[src/rtl/vec_loop_ctrl_if.sv]
// Job control, memory port and datapath control bundle for vec_loop_ctrl.
// master = the controller; slave = job issuer, memory and datapath side.
interface vec_loop_ctrl_if #(
    parameter int ADDR_W = 16,
    parameter int CNT_W  = 16
);
    logic              start;
    logic              mode;
    logic [CNT_W-1:0]  len;
    logic [ADDR_W-1:0] base_a;
    logic [ADDR_W-1:0] base_b;
    logic [ADDR_W-1:0] base_c;
    logic              busy;
    logic              done;
    logic              mem_req;
    logic              mem_we;
    logic [ADDR_W-1:0] mem_addr;
    logic              mem_gnt;
    logic              load_a_en;
    logic              load_b_en;
    logic              load_c_en;
    logic              store_c_en;
    logic              mul_en;
    logic              add_en;
    logic [1:0]        mul_sel;
    logic [1:0]        add_sel;

    modport master (
        input  start, mode, len, base_a, base_b, base_c, mem_gnt,
        output busy, done, mem_req, mem_we, mem_addr,
        output load_a_en, load_b_en, load_c_en, store_c_en, mul_en, add_en, mul_sel, add_sel
    );

    modport slave (
        output start, mode, len, base_a, base_b, base_c, mem_gnt,
        input  busy, done, mem_req, mem_we, mem_addr,
        input  load_a_en, load_b_en, load_c_en, store_c_en, mul_en, add_en, mul_sel, add_sel
    );
endinterface

[src/rtl/vec_loop_ctrl.sv]
// Element-wise vector loop sequencer: 6 (mode 0) / 8 (mode 1) cycles per element with
// mem_gnt held high; every mem_gnt=0 cycle stalls the request state with address held.
module vec_loop_ctrl #(
    parameter int ADDR_W = 16,
    parameter int CNT_W  = 16
) (
    input  logic              clk,
    input  logic              rst,
    vec_loop_ctrl_if.master   vl_if
);

    typedef enum logic [3:0] {
        IDLE, RD_A, RD_B, RD_C, LDW, MUL, ADD, MUL2, WR, DONE
    } state_t;

    state_t            state_q, state_d;
    logic [CNT_W-1:0]  i_q, i_d;
    logic              mode_q;
    logic [CNT_W-1:0]  len_q;
    logic [ADDR_W-1:0] base_a_q, base_b_q, base_c_q;
    logic              pend_a_q, pend_b_q, pend_c_q;
    logic              pend_a_d, pend_b_d, pend_c_d;

    logic              mem_req_o, mem_we_o, store_c_en_o, mul_en_o, add_en_o, done_o;
    logic [ADDR_W-1:0] mem_addr_o;
    logic [1:0]        mul_sel_o, add_sel_o;
    logic [CNT_W-1:0]  i_inc;

    assign i_inc = i_q + CNT_W'(1);

    always_ff @(posedge clk) begin
        if (rst) begin
            state_q  <= IDLE;
            i_q      <= '0;
            mode_q   <= 1'b0;
            len_q    <= '0;
            base_a_q <= '0;
            base_b_q <= '0;
            base_c_q <= '0;
            pend_a_q <= 1'b0;
            pend_b_q <= 1'b0;
            pend_c_q <= 1'b0;
        end else begin
            state_q  <= state_d;
            i_q      <= i_d;
            pend_a_q <= pend_a_d;
            pend_b_q <= pend_b_d;
            pend_c_q <= pend_c_d;
            if (state_q == IDLE && vl_if.start) begin
                mode_q   <= vl_if.mode;
                len_q    <= vl_if.len;
                base_a_q <= vl_if.base_a;
                base_b_q <= vl_if.base_b;
                base_c_q <= vl_if.base_c;
            end
        end
    end

    // A granted read lands on the bus next cycle, so its load enable is just the delayed grant.
    assign pend_a_d = (state_q == RD_A) && vl_if.mem_gnt;
    assign pend_b_d = (state_q == RD_B) && vl_if.mem_gnt;
    assign pend_c_d = (state_q == RD_C) && vl_if.mem_gnt;

    always_comb begin
        state_d      = state_q;
        i_d          = i_q;
        mem_req_o    = 1'b0;
        mem_we_o     = 1'b0;
        mem_addr_o   = '0;
        store_c_en_o = 1'b0;
        mul_en_o     = 1'b0;
        add_en_o     = 1'b0;
        mul_sel_o    = 2'b00;
        add_sel_o    = 2'b00;
        done_o       = 1'b0;
        case (state_q)
            IDLE: begin
                if (vl_if.start) begin
                    i_d     = '0;
                    state_d = (vl_if.len == '0) ? DONE : RD_A;
                end
            end
            RD_A: begin
                mem_req_o  = 1'b1;
                mem_addr_o = base_a_q + ADDR_W'(i_q);
                if (vl_if.mem_gnt) state_d = RD_B;
            end
            RD_B: begin
                mem_req_o  = 1'b1;
                mem_addr_o = base_b_q + ADDR_W'(i_q);
                if (vl_if.mem_gnt) state_d = mode_q ? RD_C : LDW;
            end
            RD_C: begin
                mem_req_o  = 1'b1;
                mem_addr_o = base_c_q + ADDR_W'(i_q);
                if (vl_if.mem_gnt) state_d = LDW;
            end
            LDW: state_d = MUL;
            MUL: begin
                mul_en_o  = 1'b1;
                mul_sel_o = mode_q ? 2'b10 : 2'b01;
                state_d   = ADD;
            end
            ADD: begin
                add_en_o  = 1'b1;
                add_sel_o = mode_q ? 2'b10 : 2'b01;
                state_d   = mode_q ? MUL2 : WR;
            end
            MUL2: begin
                mul_en_o  = 1'b1;
                mul_sel_o = 2'b11;
                state_d   = WR;
            end
            WR: begin
                mem_req_o    = 1'b1;
                mem_we_o     = 1'b1;
                mem_addr_o   = base_c_q + ADDR_W'(i_q);
                store_c_en_o = 1'b1;
                // Keep the c*sum product selected so the write data stays valid across stalls.
                mul_sel_o    = mode_q ? 2'b11 : 2'b00;
                if (vl_if.mem_gnt) begin
                    i_d     = i_inc;
                    state_d = (i_inc == len_q) ? DONE : RD_A;
                end
            end
            DONE: begin
                done_o  = 1'b1;
                state_d = IDLE;
            end
            default: state_d = IDLE;
        endcase
    end

    assign vl_if.busy       = (state_q != IDLE);
    assign vl_if.done       = done_o;
    assign vl_if.mem_req    = mem_req_o;
    assign vl_if.mem_we     = mem_we_o;
    assign vl_if.mem_addr   = mem_addr_o;
    assign vl_if.load_a_en  = pend_a_q;
    assign vl_if.load_b_en  = pend_b_q;
    assign vl_if.load_c_en  = pend_c_q;
    assign vl_if.store_c_en = store_c_en_o;
    assign vl_if.mul_en     = mul_en_o;
    assign vl_if.add_en     = add_en_o;
    assign vl_if.mul_sel    = mul_sel_o;
    assign vl_if.add_sel    = add_sel_o;

endmodule

[src/flat_wrapper.sv]
// flat-port wrapper written by rule: the top's interface ports become plain ports
module vec_loop_ctrl_flat 
#(
    parameter int ADDR_W = 16,
    parameter int CNT_W  = 16
)
  (clk, rst, vl_if_start, vl_if_mode, vl_if_len, vl_if_base_a, vl_if_base_b, vl_if_base_c, vl_if_mem_gnt, vl_if_busy, vl_if_done, vl_if_mem_req, vl_if_mem_we, vl_if_mem_addr, vl_if_load_a_en, vl_if_load_b_en, vl_if_load_c_en, vl_if_store_c_en, vl_if_mul_en, vl_if_add_en, vl_if_mul_sel, vl_if_add_sel);
  vec_loop_ctrl_if #(.ADDR_W(ADDR_W), .CNT_W(CNT_W)) vl_if_i ();
  input  logic clk;
  input  logic rst;
  input wire logic [$bits(vl_if_i.start)-1:0] vl_if_start;
  input wire logic [$bits(vl_if_i.mode)-1:0] vl_if_mode;
  input wire logic [$bits(vl_if_i.len)-1:0] vl_if_len;
  input wire logic [$bits(vl_if_i.base_a)-1:0] vl_if_base_a;
  input wire logic [$bits(vl_if_i.base_b)-1:0] vl_if_base_b;
  input wire logic [$bits(vl_if_i.base_c)-1:0] vl_if_base_c;
  input wire logic [$bits(vl_if_i.mem_gnt)-1:0] vl_if_mem_gnt;
  output wire logic [$bits(vl_if_i.busy)-1:0] vl_if_busy;
  output wire logic [$bits(vl_if_i.done)-1:0] vl_if_done;
  output wire logic [$bits(vl_if_i.mem_req)-1:0] vl_if_mem_req;
  output wire logic [$bits(vl_if_i.mem_we)-1:0] vl_if_mem_we;
  output wire logic [$bits(vl_if_i.mem_addr)-1:0] vl_if_mem_addr;
  output wire logic [$bits(vl_if_i.load_a_en)-1:0] vl_if_load_a_en;
  output wire logic [$bits(vl_if_i.load_b_en)-1:0] vl_if_load_b_en;
  output wire logic [$bits(vl_if_i.load_c_en)-1:0] vl_if_load_c_en;
  output wire logic [$bits(vl_if_i.store_c_en)-1:0] vl_if_store_c_en;
  output wire logic [$bits(vl_if_i.mul_en)-1:0] vl_if_mul_en;
  output wire logic [$bits(vl_if_i.add_en)-1:0] vl_if_add_en;
  output wire logic [$bits(vl_if_i.mul_sel)-1:0] vl_if_mul_sel;
  output wire logic [$bits(vl_if_i.add_sel)-1:0] vl_if_add_sel;
  assign vl_if_i.start = vl_if_start;
  assign vl_if_i.mode = vl_if_mode;
  assign vl_if_i.len = vl_if_len;
  assign vl_if_i.base_a = vl_if_base_a;
  assign vl_if_i.base_b = vl_if_base_b;
  assign vl_if_i.base_c = vl_if_base_c;
  assign vl_if_i.mem_gnt = vl_if_mem_gnt;
  assign vl_if_busy = vl_if_i.busy;
  assign vl_if_done = vl_if_i.done;
  assign vl_if_mem_req = vl_if_i.mem_req;
  assign vl_if_mem_we = vl_if_i.mem_we;
  assign vl_if_mem_addr = vl_if_i.mem_addr;
  assign vl_if_load_a_en = vl_if_i.load_a_en;
  assign vl_if_load_b_en = vl_if_i.load_b_en;
  assign vl_if_load_c_en = vl_if_i.load_c_en;
  assign vl_if_store_c_en = vl_if_i.store_c_en;
  assign vl_if_mul_en = vl_if_i.mul_en;
  assign vl_if_add_en = vl_if_i.add_en;
  assign vl_if_mul_sel = vl_if_i.mul_sel;
  assign vl_if_add_sel = vl_if_i.add_sel;
  vec_loop_ctrl #(.ADDR_W(ADDR_W), .CNT_W(CNT_W)) u_core (.clk(clk), .rst(rst), .vl_if(vl_if_i));
endmodule
[config.mk]
export PLATFORM = sky130hd
export DESIGN_NAME = vec_loop_ctrl_flat
export DESIGN_NICKNAME = d
export VERILOG_FILES = /design/src/rtl/vec_loop_ctrl_if.sv /design/src/rtl/vec_loop_ctrl.sv /design/src/flat_wrapper.sv
export SDC_FILE = /design/constraint.sdc
export NUM_CORES = 1
export LEC_CHECK = 0
export CAP_MARGIN = 20
export CORE_ASPECT_RATIO = 0.9
export CORE_MARGIN = 5
export CORE_UTILIZATION = 49
export CTS_BUF_LIST = sky130_fd_sc_hd__clkbuf_8
export DETAILED_ROUTE_END_ITERATION = 8
export HOLD_SLACK_MARGIN = 0.03
export PLACE_DENSITY = 0.77
export REMOVE_ABC_BUFFERS = 1
export SYNTH_ARGS = -nofsm -noshare
export SYNTH_HDL_FRONTEND = slang
export SYNTH_SLANG_ARGS = --single-unit
[constraint.sdc]
create_clock -name clk -period 3.8 [get_ports clk]
set_input_delay 0.38 -clock clk [delete_from_list [all_inputs] [get_ports clk]]
set_output_delay 0.38 -clock clk [all_outputs]
set_load 0.02 [all_outputs]
Word-level counts from Yosys, hierarchy flattened
Index checks and enable logic that the tools add are counted.
- add/sub/neg operators: 4
- eq/ne operators: 15
- multiplexer cells: 23
- reductions and logical operators: 13
- operators with widths (kind ; count):
    $add A16 B16 Y16 ; 3
    $pmux W16 S3 ; 1
    $pmux W4 S9 ; 1
    $mux W16 ; 2
    $mux W4 ; 8
    $pmux W16 S2 ; 1
    $add A16 B1 Y16 const B ; 1
    $eq A16 B16 Y1 ; 1
    $eq A4 B3 Y1 const B ; 4
    $logic_not A16 Y1 ; 1
    $ne A2 B2 Y1 const B ; 5
    $eq A4 B2 Y1 const B ; 2
    $eq A4 B4 Y1 const B ; 2
    $mux W2 ; 3
    $pmux W2 S3 ; 1
    $mux W1 ; 5
    $reduce_and A5 Y1 ; 1
    $eq A4 B1 Y1 const B ; 1
    $logic_and A1 B1 Y1 ; 4
    $logic_not A4 Y1 ; 1
    $reduce_bool A4 Y1 ; 1
    $reduce_or A2 Y1 ; 2
    $reduce_or A4 Y1 ; 1
    $mux W3 ; 1
    other kinds (2) ; 2
- flip-flop bits (word level): 88
- word-level logic and storage cells: 65

Logic depth before layout (Yosys ltp)
Gate-level depths: netlist of the first run.
- depth in word-level cells: 5
- depth in mapped cells: 15
- gate-level depth less buffers: 13

Worst setup path before layout of the first run
No wires, ideal clock.
- path type: reg2out
- from: reg u_core.state_q[0]
- to: out vl_if_mem_addr[12]
- arrival time: 3.633 ns
- slack: -0.213 ns
- cell stages (with the launch flop): 16
- path buffers: 2
- cell sequence: dfxtp_1 -> clkbuf_1 -> or3b_1 -> a21oi_1 -> clkbuf_1 -> a222oi_1 -> inv_1 -> ha_1 -> inv_1 -> fa_1 -> nand3b_1 -> a211oi_1 -> o41a_1 -> o21ai_0 -> nand3_1 -> nor3b_1
- word-level cells in the longest chain between the ends: 3
- elaborated cells on any way between the ends: 6
- RTL lines (item ; RTL line ; RTL):
    start, declared ; vec_loop_ctrl.sv:16 ; state_t state_q, state_d;
    start signal, assigned ; vec_loop_ctrl.sv:44 ; state_q <= state_d;
    $eq A4 B4 Y1 / $eq A4 B2 Y1 (equally long branches) ; vec_loop_ctrl.sv:76 ; case (state_q)
    $reduce_or A2 Y1 (no line) ; - ;
    $pmux W16 S3 (*) ; vec_loop_ctrl.sv:76 ;
    end, declared ; flat_wrapper.sv:22 ; output wire logic [$bits(vl_if_i.mem_addr)-1:0] vl_if_mem_addr;
Every way passes the cells marked *; elsewhere a longest branch is shown, timed or not.

Worst setup path in the final report of the first run
- from: reg u_core.state_q[3]
- to: out vl_if_mem_addr[11]
The elaborated chain is that of the path after synthesis.

==> results.json, run 1 <==
{
  "status": "finished, violations left",
  "violations": "setup timing",
  "post-place-cells": 896,
  "die_area_um2": 12280,
  "r2r_cells": 7,
  "whs_ps": 462.7,
  "setup_slack_ps": -193.0,
  "drtAntennaViolNets": 0,
  "yosys_warnings": 0,
  "grt_usage_pct": 23.17,
  "ys_seq_elements": 88,
  "hold_path_depth": 2,
  "viasPerCell": 5.635,
  "fmax_ghz": 0.2504,
  "numCtsBuffers": 9,
  "cts_tree": "built",
  "synth_flop_cell": "dfxtp_1",
  "path_max_fanout": 17,
  "finalCritPeriodShare_pct": 105.1,
  "grt_max_degree": 66,
  "layout.nets": 872,
  "area_delta_synth_final_pct": 30.20,
  "cp.arrival_ps": 3610,
  "synthTopCellsByArea": "dfxtp_1, nand2_1, a21oi_1",
  "clock_latency_ps": 360,
  "routed_wl_um": 14420,
  "io_pins": 99,
  "report.final.slew_viol_count": 0,
  "cts_htree_levels": 3,
  "cp_data_required_time_ps": 3420,
  "fp-row-count": 34,
  "die_h_um": 105.6,
  "start_kind": "flop",
  "setup_viol": 7,
  "ys_types": 55,
  "syn_area_per_cell_um2": 7.345,
  "synth_area_um2": 4980,
  "clk_path_buf_depth": 2,
  "via_count": 5150,
  "fin_util_pct": 66.27,
  "overflow": 0,
  "cts.sinks": 88,
  "dpl_cell_area_um2": 6230,
  "fin_skew_ps": 6.292,
  "p_per_area_nw_per_um2": 462.4,
  "first_iter_violations": 328,
  "cts-root-buf": "clkbuf_8",
  "tns_ps": -722.8,
  "dp_hpwl_um": 10500,
  "tightest_slew_ps": 693.2,
  "synth_edf_count": 0,
  "yosys.cell_count.top_type": "nand2_1",
  "n_antenna_cell": 0,
  "p_leak_nw": 2.663,
  "clk_pin_slew_worst_paths_ps": 90,
  "hold_path_class": "reg -> reg",
  "grt_antenna_before_repair": 0,
  "rsz0062_at_grt": "true",
  "routedWlPerCell_um": 15.78,
  "start_util_pct": 50.90,
  "stdcell_count": 914,
  "grt_pass1_wl_um": 23250,
  "path_class": "reg -> out",
  "drive_gt1_share_pct": 11.80,
  "postSynthCellCount": 678,
  "port_buffers": 98,
  "gp_congestion": 0.9500,
  "grt_pass1_vias": 4940,
  "peakVddDrop_v": 0.0002599,
  "synthTopCellsByCount": "nand2_1, a21oi_1, dfxtp_1",
  "finalHoldViolCount": 0,
  "seq_area_frac_synth_pct": 35.38,
  "end_kind": "output pin",
  "relSlewSlack_pct": 53.62,
  "period_minus_slack_ps": 3993,
  "fillCellCount": 864,
  "synth_top_cell_area_share_pct": 35.38,
  "fin_area_um2": 6484,
  "maxCapViolations": 0,
  "drc_errors": 0,
  "firstDrtPassIters": 8,
  "core_um2": 9784,
  "die_w_um": 116.3,
  "synth_top_area_cell": "dfxtp_1",
  "async_flop_share_pct": 0
}
-- metrics by stage --
stage	power, W	setup slack (ps)
floorplan	0.001876	-353.2
global placement	0.002349	-197.2
detailed placement	0.002381	-240.4
CTS	0.002991	-120.8
global route	0.003193	-307.2
finish	0.002998	-193.0
-- cell usage in the layout, fill, tap and decap left out, types with 4 or more instances in the layout --
master | netlist | layout
and2_1 | 7 | 6
ha_1 | 19 | 16
a222oi_1 | 16 | 16
clkbuf_8 | 0 | 9
nand2_1 | 156 | 155
nand3_1 | 13 | 13
xnor2_1 | 15 | 14
clkdlybuf4s50_1 | 0 | 84
or3_1 | 5 | 4
a21oi_1 | 97 | 94
nor3_1 | 15 | 14
inv_1 | 29 | 28
a21o_1 | 7 | 6
nor4_1 | 9 | 9
xor2_1 | 18 | 18
nand3b_1 | 6 | 6
nor2_1 | 50 | 50
inv_6 | 0 | 4
dfxtp_1 | 88 | 87
buf_2 | 4 | 6
and3_1 | 4 | 4
o21ai_0 | 21 | 18
nand2b_1 | 6 | 6
buf_4 | 1 | 39
-- state kept, by name (all words and copies together) (netlist names) --
signal / count
u_core.base_a_q: 16
u_core.base_b_q: 16
u_core.base_c_q: 16
u_core.i_q: 16
u_core.len_q: 16
u_core.mode_q: 1
u_core.state_q: 4
u_core.vl_if.load_a_en: 1
u_core.vl_if.load_b_en: 1
u_core.vl_if.load_c_en: 1
-- path summary, 6_finish.rpt --
| path | slack (ps) | to | startpoint |
|---|---|---|---|
| worst max-delay path | -190 | vl_if_mem_addr[11] | u_core.state_q[3] |
| worst min-delay path | 460 | u_core.base_c_q[8] | u_core.base_c_q[8] |
| worst max register to register | 1130 | u_core.i_q[12] | u_core.state_q[2] |
| worst min register to register | 460 | u_core.base_c_q[8] | u_core.base_c_q[8] |
-- layer usage --
metal | share of wire (%) | up-vias | track usage (%)
met2 | 47 | 175 | 36.97
li1 | - | 2558 | -
met4 | 1.8 | 0 | 6.711
met3 | 6.9 | 26 | 5.960
met1 | 44 | 2391 | 30.79
met5 | 0 | - | 0
-- cell families after synthesis --
kind of cell | synth area share [%]
compound gates | 21.58
mux | 0.6030
buf+inv | 5.603
flops | 35.38
fa+ha+maj | 5.176
simple gates | 25.85
xor+xnor | 5.804
-- final cells by class --
cell class | count | area [um^2] | share of cell area [%]
multi-input cells | 518 | 3039 | 46.87
flip-flops and latches | 88 | 1763 | 27.19
repair buffers | 137 | 1237 | 19.09
well taps | 126 | 157.7 | 2.431
clock buffers | 9 | 123.9 | 1.910
inverters | 29 | 108.9 | 1.679
clock inverters | 7 | 53.80 | 0.8298
-- where the power goes --
group	total [W]	internal (W)	switching (W)
logic	0.00123	0.000500	0.000729
registers	0.00116	0.00106	0.0000946
clock network	0.000613	0.000246	0.000367
-- timing repair --
item / CTS / global route
setup buffers: 1 / 1
setup endpoints to repair: 12 / 13
hold buffers: 0 / 0
pin swaps: 11 / 11
gates resized for setup: 56 / 15
-- critical path, stage by stage (launching register included) --
cell and delay [ps]:
dfxtp_2 350, buf_6 150, nand3b_1 160, a21oi_2 100, buf_4 200, a222oi_1 310
inv_1 120, ha_1 320, and3_1 210, a221oi_2 310, buf_4 170, o211ai_1 100
buf_4 160, a21oi_2 160, xor2_1 200, nor2_1 70, buf_4 180
Power figures use the tool's default switching activity.
==> inputs of run 2 (changes only) <==
--- a/config.mk
+++ b/config.mk
@@ -14,6 +14,7 @@
 export HOLD_SLACK_MARGIN = 0.03
 export PLACE_DENSITY = 0.77
 export REMOVE_ABC_BUFFERS = 1
+export SLEW_MARGIN = 0
 export SYNTH_ARGS = -nofsm -noshare
 export SYNTH_HDL_FRONTEND = slang
 export SYNTH_SLANG_ARGS = --single-unit
==> constraint.sdc (replaced) <==
create_clock -name clk -period 3.8 [get_ports clk]
set_input_delay 0.38 -clock clk [delete_from_list [all_inputs] [get_ports clk]]
set_output_delay 0.38 -clock clk [all_outputs]
set_load 0.01 [all_outputs]
==> run 2 against run 1 <==
Compared with the run above:
- the flow still finishes with violations (setup timing)
- wire length grew 4.5%
- worst setup slack gained 67 ps
- critical path depth shrank 3
- clock power grew 18%
- die area is the same
- core utilization grew 2.3 points
- critical path type unchanged
- largest cell class unchanged
==> results.json, run 2 (synthesis results as in run 1) <==
{
  "path_class": "reg -> out",
  "first_iter_violations": 398,
  "viasPerCell": 5.756,
  "maxCapViolations": 0,
  "reg2reg_to": "u_core.i_q[12]",
  "start_kind": "flop",
  "worst-path-stages": 13,
  "stdcell_count": 915,
  "port_buffers": 98,
  "grt_antenna_before_repair": 0,
  "cts-root-buf": "clkbuf_8",
  "n_antenna_cell": 0,
  "worst-path-buf-inv": 3,
  "clock_latency_ps": 350,
  "crit_path_start": "u_core.state_q[3]",
  "crit_family": "compound AO/OA/AOI/OAI gates",
  "io_pins": 99,
  "fin_skew_ps": 10.24,
  "use_met2_pct": 39.05,
  "busiest_layer": "met2",
  "die_h_um": 105.6,
  "firstDrtPassIters": 8,
  "violations": "setup timing",
  "r2r_cells": 7,
  "peakVddDrop_v": 0.0002718,
  "path_cells": "or3b_4, a21o_4, buf_6, a222oi_1, inv_1, ha_4, nand3_1, a211oi_2, o41a_1, o2111ai_2, a21o_1, a21oi_2, buf_2",
  "cp_data_required_time_ps": 3420,
  "routed_wl_um": 15070,
  "drive_gt1_share_pct": 13.56,
  "die_area_um2": 12280,
  "slowest_delay_ps": 410,
  "fp-row-count": 34,
  "core_um2": 9784,
  "drc_errors": 0,
  "clk_path_buf_depth": 2,
  "dp_hpwl_um": 10590,
  "relSlewSlack_pct": 52.30,
  "cp_slowest_cell": "or3b_4",
  "drtAntennaViolNets": 0,
  "finalHoldViolCount": 0,
  "overflow": 0,
  "tns_ps": -548.6,
  "seq_power_share_pct": 37.0,
  "start_util_pct": 50.90,
  "power_frac_comb_pct": 39.9,
  "grt_max_degree": 66,
  "die_w_um": 116.3,
  "cp-endpoint": "vl_if_mem_addr[14]",
  "report.final.slew_viol_count": 0,
  "cts.sinks": 88,
  "clk_pin_slew_worst_paths_ps": 80,
  "fmax_ghz": 0.2547,
  "path_max_fanout": 7,
  "rsz0062_at_grt": "true",
  "hold_path_class": "reg -> reg",
  "grt_usage_pct": 23.80,
  "ff2ff_setup_slack_ps": 1080,
  "end_kind": "output pin",
  "power_switching_w": 0.001165,
  "via_count": 5267,
  "fin_util_pct": 68.55,
  "cts_tree": "built",
  "r2r_start": "u_core.state_q[2]",
  "grt_pass1_vias": 5121,
  "grt_pass1_wl_um": 23990,
  "p_leak_nw": 2.697,
  "layout_common_cells": "nand2_1, a21oi_1, dfxtp_1",
  "finalCritPeriodShare_pct": 103.3,
  "period_minus_slack_ps": 3926,
  "gp_congestion": 0.9632,
  "tightest_slew_ps": 712.8,
  "met1_usage_pct": 31.90,
  "cp.arrival_ps": 3550,
  "numCtsBuffers": 9,
  "pwr-share-clk_pct": 23.1,
  "layout.nets": 873,
  "grt_use_met3_pct": 4.011,
  "cts_htree_levels": 3,
  "p_int_w": 0.001973,
  "layout_commonest_cell": "nand2_1",
  "status": "finished, violations left",
  "setup_slack_ps": -125.9,
  "swShare_pct": 37.13,
  "routedWlPerCell_um": 16.47,
  "setup_viol": 7,
  "p_per_area_nw_per_um2": 467.9,
  "area_delta_synth_final_pct": 34.70,
  "post-place-cells": 890
}
[run 2: worst min-delay path, stage by stage (launching register included)]
cell	delay, ps
dfxtp_1	320
nand2_1	50
a21oi_1	50
[run 2: final cells by class]
cell class	instances	area, um^2
clock inverters	6	83.83
well taps	126	157.7
clock buffers	10	137.6
multi-input cells	518	3183
repair buffers	138	1272
fillers	812	3077
flip-flops and latches	88	1764
inverters	29	108.9
[run 2: how the worst min path moves through the flow]
| stage | depth (start not counted) | startpoint | slack (ps) | to |
|---|---|---|---|---|
| detailed placement | 2 | u_core.base_c_q[10] | 450 | u_core.base_c_q[10] |
| CTS | 2 | u_core.base_c_q[4] | 460 | u_core.base_c_q[4] |
| floorplan | 2 | u_core.base_a_q[0] | 430 | u_core.base_a_q[0] |
| global placement | 2 | u_core.base_c_q[9] | 440 | u_core.base_c_q[9] |
| finish | 2 | u_core.base_c_q[4] | 460 | u_core.base_c_q[4] |
| global route | 2 | u_core.base_b_q[6] | 480 | u_core.base_b_q[6] |
[run 2: through the flow]
| stage | power, W | area [um^2] | worst slack, ps | hold WS, ps |
|---|---|---|---|---|
| final | 0.003139 | 6708 | -125.9 | 458.2 |
| after floorplan | 0.001841 | 4810 | -157.3 | 429.7 |
| after global placement | 0.002299 | 6185 | -125.6 | 443.0 |
| after detailed placement | 0.002335 | 6185 | -238.3 | 447.1 |
| after CTS | 0.003061 | 6472 | -131.5 | 460.5 |
| after global routing | 0.003334 | 6708 | -262.9 | 480.7 |
[run 2: repair_timing]
action / 4_1_cts / 5_1_grt
pin swaps: 25 / 26
endpoints found under the setup margin: 12 / 13
resized for setup: 59 / 34
hold buffers: 0 / 0
buffers inserted: 4 / 6
[run 2: power groups by stage]
stage / Combinational, W / Clock, W / Sequential (W)
2_1_floorplan: 0.000678 / 0 / 0.00116
3_3_place_gp: 0.00113 / 0 / 0.00117
3_5_place_dp: 0.00116 / 0 / 0.00117
4_1_cts: 0.00117 / 0.000736 / 0.00115
5_1_grt: 0.00138 / 0.000778 / 0.00118
6_report: 0.00125 / 0.000725 / 0.00116
[run 2: metal layers]
layer	routed length, um	share of wire, %	vias to the layer above
met3	894	5.9	29
met4	307	2.0	0
li1	-	-	2567
met2	7363	49	188
met1	6504	43	2483
met5	0	0	-
==> edit 1 (flow settings as in run 2) <==
Re-encode `state_t` (10 states) as one-hot, 10 bits wide.
--- a/src/rtl/vec_loop_ctrl.sv
+++ b/src/rtl/vec_loop_ctrl.sv
@@ -11,4 +11,4 @@
 
-    typedef enum logic [3:0] {
-        IDLE, RD_A, RD_B, RD_C, LDW, MUL, ADD, MUL2, WR, DONE
+    typedef enum logic [9:0] {
+        IDLE = 10'b0000000001, RD_A = 10'b0000000010, RD_B = 10'b0000000100, RD_C = 10'b0000001000, LDW = 10'b0000010000, MUL = 10'b0000100000, ADD = 10'b0001000000, MUL2 = 10'b0010000000, WR = 10'b0100000000, DONE = 10'b1000000000
     } state_t;
Check against the original RTL: no difference found for any inputs over 10 cycles, from zero or initial values and one cycle with rst high; not proved beyond that.
==> edit 1 against run 2 <==
  * The run still ends with setup timing left
  * Wire length is 4.5% higher
  * Sequential cell count increased by 6
  * Area after synthesis up 5.6%
  * Sequential share of layout area rose by 0.28 points
  * Via count increased by 4.8%
  * Design area increased by 5.7%
  * Worst setup slack worse by 0.40 ns
  * Clock skew barely moved
  * Synthesized cell count grew 5.0%
  * Maximum frequency is 9.3% lower
  * Utilization down 0.25 points
  * Largest cell class unchanged
Power is not compared: it rests on default switching activity, and its combinational part moved more than twofold at a synthesized area within 25%.
==> edit 1: results (changes against run 2) <==
status: "finished with violations"
violations: "setup timing"
seq_area_um2: 1880  # +6.8%
cts_setup_buffers: 11  # +7
final-clk-cell-share: 0.0298  # -0.00319
hold_ws_ns: 0.461  # +0.00242 ns
worstSetupPathType: "flop to primary output"
layout.nets: 936  # +7.2%
cts_resized: 81  # +37%
drive_gt1_frac: 0.160  # +0.0240
critPathTopFamily: "simple AND/OR/NAND/NOR gates"
ys_seq_elements: 94  # +6.8%
crit_arrival_ns: 3.95  # +0.40 ns
crit_start: "u_core.state_q[4]"
multi_input_cells: 563  # +8.7%
multi_input_area_um2: 3310  # +4.0%
holdPathEnd: "u_core.base_a_q[12]"
final.setup.worst_slack_ns: -0.530  # -0.404 ns
route.met3.wl_um: 958  # +7.2%
synth_top_cells_by_count: "nand2_1 (186), dfxtp_1 (94), a21oi_1 (90)"
grt_pass1_wl_mm: 25.3  # +5.6%
wl_met1_mm: 6.88  # +5.8%
min_from: "u_core.base_a_q[12]"
critPathSlowestCell: "or4_4"
hpwl_mm: 11.3  # +6.8%
wire_per_inst_um: 16.1  # -2.5%
rr_endpoint: "u_core.state_q[9]"
inverters_excl_clock: 12  # -59%
ys_top_cells_by_area: "dfxtp_1 (36%), nand2_1 (13%), a21oi_1 (8.6%), xnor2_1 (4.5%), ha_1 (4.3%)"
setup_viol: 9  # +2
grt_pass1_vias: 5346  # +4.4%
fill_cells: 852  # +4.9%
r2r-start: "u_core.i_q[0]"
place.gp.congestion: 0.955  # -0.87%
grt_max_degree: 68  # +3.0%
async_reset_ff_frac: 0  # unchanged
grt_use_total: 0.241  # +0.00274
cts_buffer_depth: 2  # unchanged
tightest_slew_ns: 0.964  # +0.251 ns
worstPathMaxFanout: 3  # -4
clk_latency_ns: 0.37  # +0.02 ns
drt_iter0_drc: 483  # +21%
skew_ns: 0.0102  # -0.0000775 ns
holdPathStages: 2  # unchanged
yosysUniqueCellTypes: 56  # +1.8%
num_vias: 5521  # +4.8%
nonClkBufAreaFrac: 0.208  # +0.0184
wl_met2_mm: 7.49  # +1.7%
drt_pre_antenna_iters: 5  # -3
max_stage_delay_ns: 0.57  # +0.16 ns
yosys_warnings: 0  # unchanged
reg2reg_depth: 8  # +1
r2r_slack_ns: 0.83  # -0.25 ns
ys_seq_area_frac: 0.358  # +0.00399
pre_cts_ws_ns: -0.782  # -0.543 ns
buffers: 168  # +22%
## edit 1: stage by stage
step                cell area (um2)  TNS, ns  cells
floorplan                      5080   -21.46    669
global placement               6640    -4.11    949
detailed placement             6640    -5.51    949
CTS                            7010    -3.59    975
global route                   7090    -5.09    981
finish                         7090    -3.61    981
## edit 1: worst register-to-register path: stages (launching register included)
cell	delay, ns
dfxtp_1	0.55
ha_1	0.27
and3_1	0.34
nand4_1	0.23
or4_1	0.60
a222oi_1	0.28
and4_1	0.23
o2111ai_1	0.15
o31ai_1	0.24
## edit 1: logic make-up after synthesis
group                      after synthesis  synth area share
AOI/OAI and AO/OA                      165             0.187
xor gates and xnor gates                44            0.0733
adders and majority gates               19            0.0466
buffers and inverters                   55            0.0426
DFF                                     94             0.358
muxes                                    3           0.00571
and+or+nand+nor                        332             0.287
## edit 1: layer usage
layer	GRT usage	up-vias
met2	0.408	188
li1	-	2729
met4	0.0860	0
met3	0.0497	34
met5	0	-
met1	0.305	2570
==> edit 2 (settings of run 2) <==
Without the edit above. `ADDR_W` is set to 16 in 3 places; all go to 17.
--- a/src/rtl/vec_loop_ctrl_if.sv
+++ b/src/rtl/vec_loop_ctrl_if.sv
@@ -3,3 +3,3 @@
 interface vec_loop_ctrl_if #(
-    parameter int ADDR_W = 16,
+    parameter int ADDR_W = 17,
     parameter int CNT_W  = 16
--- a/src/rtl/vec_loop_ctrl.sv
+++ b/src/rtl/vec_loop_ctrl.sv
@@ -3,3 +3,3 @@
 module vec_loop_ctrl #(
-    parameter int ADDR_W = 16,
+    parameter int ADDR_W = 17,
     parameter int CNT_W  = 16
--- a/src/flat_wrapper.sv
+++ b/src/flat_wrapper.sv
@@ -3,3 +3,3 @@
 #(
-    parameter int ADDR_W = 16,
+    parameter int ADDR_W = 17,
     parameter int CNT_W  = 16
Ports: changed (resized vl_if_base_a, vl_if_base_b, vl_if_base_c and vl_if_mem_addr); port bits go from 99 to 103. The function was not compared with the original's and may differ.
==> edit 2 against run 2 <==
  * The run still ends with setup timing left
  * Sequential share of layout area up 0.23 points
  * Power shrank 0.95%
  * Largest power group unchanged
  * Wire length is 1.2% lower
  * Critical endpoint is now vl_if_mem_addr[10]
  * Area after synthesis grew 5.0%
  * Clock skew rose by 0.0079 ns
  * Worst setup slack better by 0.056 ns
  * Highest routed layer unchanged
  * Largest cell class unchanged
  * Sequential cell count is 3 higher
  * Non-clock buffer count increased by 10
  * Design area rose by 2.5%
  * First-iteration DRC count fell by 14%
==> edit 2: results (changes against run 2) <==
yosys_warnings: 0  # unchanged
cts_buffer_depth: 2  # unchanged
clockRootBuffer: "clkbuf_8"
power_leakage_nw: 2.72  # +0.75%
grt_use_total: 0.224  # -0.0136
instances_no_fill: 951  # +3.9%
multi_input_area_um2: 3340  # +4.8%
clk_latency_ns: 0.38  # +0.03 ns
async_reset_ff_frac: 0  # unchanged
ys_top_cells_by_area: "dfxtp_1 (35%), nand2_1 (14%), a21oi_1 (8.9%), ha_1 (4.3%), nor2_1 (3.1%)"
relSlewSlack: 0.483  # -0.0396
grt_max_degree: 51  # -23%
cap_viol_max_count: 0  # unchanged
worstPathMaxFanout: 14  # +7
critPathTopFamily: "simple AND/OR/NAND/NOR gates"
status: "finished with violations"
tns_ns: -0.0988  # +0.450 ns
grt_pass1_wl_mm: 23.9  # -0.26%
skew_ns: 0.0182  # +0.00791 ns
netlist_instances: 702  # +3.5%
crit_arrival_ns: 3.49  # -0.06 ns
wl_met2_mm: 7.07  # -4.0%
synth_ff_type: "dfxtp_1"
clkTransAtPathRegs_ns: 0.09
setup_viol: 2  # -5
layout.nets: 908  # +4.0%
intPower_w: 0.00188  # -4.6%
antenna_found_initial: 0  # unchanged
dpl.cell_count: 926  # +4.0%
drive_gt1_frac: 0.152  # +0.0165
top_layer: "met4"
violations: "setup timing"
largest_registers: "u_core.base_a_q x17, u_core.base_b_q x17, u_core.base_c_q x17"
route.met3.wl_um: 899  # +0.56%
portBuffers: 102  # +4.1%
synth_top_cells_by_count: "nand2_1 (194), a21oi_1 (93), dfxtp_1 (91)"
pre_cts_ws_ns: -0.245  # -0.00699 ns
htreeDepth: 3  # unchanged
pg_comb_w: 0.00130  # +4%
ir_drop_v: 0.000330  # +21%
grt_pass1_vias: 5074  # -0.92%
final.setup.worst_slack_ns: -0.0701  # +0.0558 ns
wl_met1_mm: 6.60  # +1.5%
hold_class: "flop to flop"
cts-buffers-inserted: 9  # unchanged
seq_power_share: 0.384  # +0.014
placed_cell_area_um2: 6480  # +4.7%
via_per_inst: 5.66  # -1.7%
max_stage_delay_ns: 0.39  # -0.02 ns
hpwl_mm: 10.7  # +1.5%
drt_pre_antenna_iters: 5  # -3
p_sw_w: 0.00123  # +5.3%
yosysUniqueCellTypes: 60  # +9.1%
wire_per_inst_um: 15.7  # -4.9%
ys_seq_area_frac: 0.348  # -0.00536
place.gp.congestion: 0.912  # -5.3%
fill_cells: 853  # +5.0%
drt_iter0_drc: 342  # -14%
## edit 2: changes by cell type after synthesis, sizes merged, moves of 6 or more
cell,run 2,this run
a222oi,16,0
a22oi,3,16
a31oi,2,8
buf,10,22
clkbuf,33,22
inv,29,11
nand2,156,194
o21a,2,8
xor2,18,12
## edit 2: logic make-up (layout without fill, tap and decap cells)
group	after synthesis	count (layout)	share of synthesized area
compound gates	176	176	0.205
xor+xnor	31	31	0.0534
fa+ha+maj	19	19	0.0469
buf+inv	55	175	0.0481
flops	91	91	0.348
mux	3	3	0.00574
simple gates	327	327	0.293
## edit 2: cell type report
| cell class | instances | share of cell area |
|---|---|---|
| sequential | 91 | 0.265 |
| timing repair buffer | 148 | 0.195 |
| clock buffer | 9 | 0.0180 |
| clock inverter | 7 | 0.00764 |
| tap | 129 | 0.0235 |
| inverter | 11 | 0.00600 |
| multi-input combinational | 556 | 0.485 |
## edit 2: final timing paths
path	from	to	slack, ns	cells after the start
worst max-delay path	u_core.state_q[3]	vl_if_mem_addr[10]	-0.07	15
worst min-delay path	u_core.base_b_q[7]	u_core.base_b_q[7]	0.46	2
worst max register to register	u_core.state_q[0]	u_core.i_q[13]	1.11	8
worst min register to register	u_core.base_b_q[7]	u_core.base_b_q[7]	0.46	2
## edit 2: what timing repair did
| action | 4_1_cts | 5_1_grt |
|---|---|---|
| pin swaps | 8 | 5 |
| gates resized for setup | 45 | 34 |
| hold buffers | 0 | 0 |
| endpoints found under the hold margin | 0 | 0 |
| setup buffers | 7 | 2 |
| endpoints found under the setup margin | 13 | 13 |
## edit 2: per-layer routing
layer	vias to the layer above	global-route usage
met3	34	0.0434
met4	0	0.0835
met2	200	0.378
li1	2652	-
met5	-	0
met1	2497	0.288
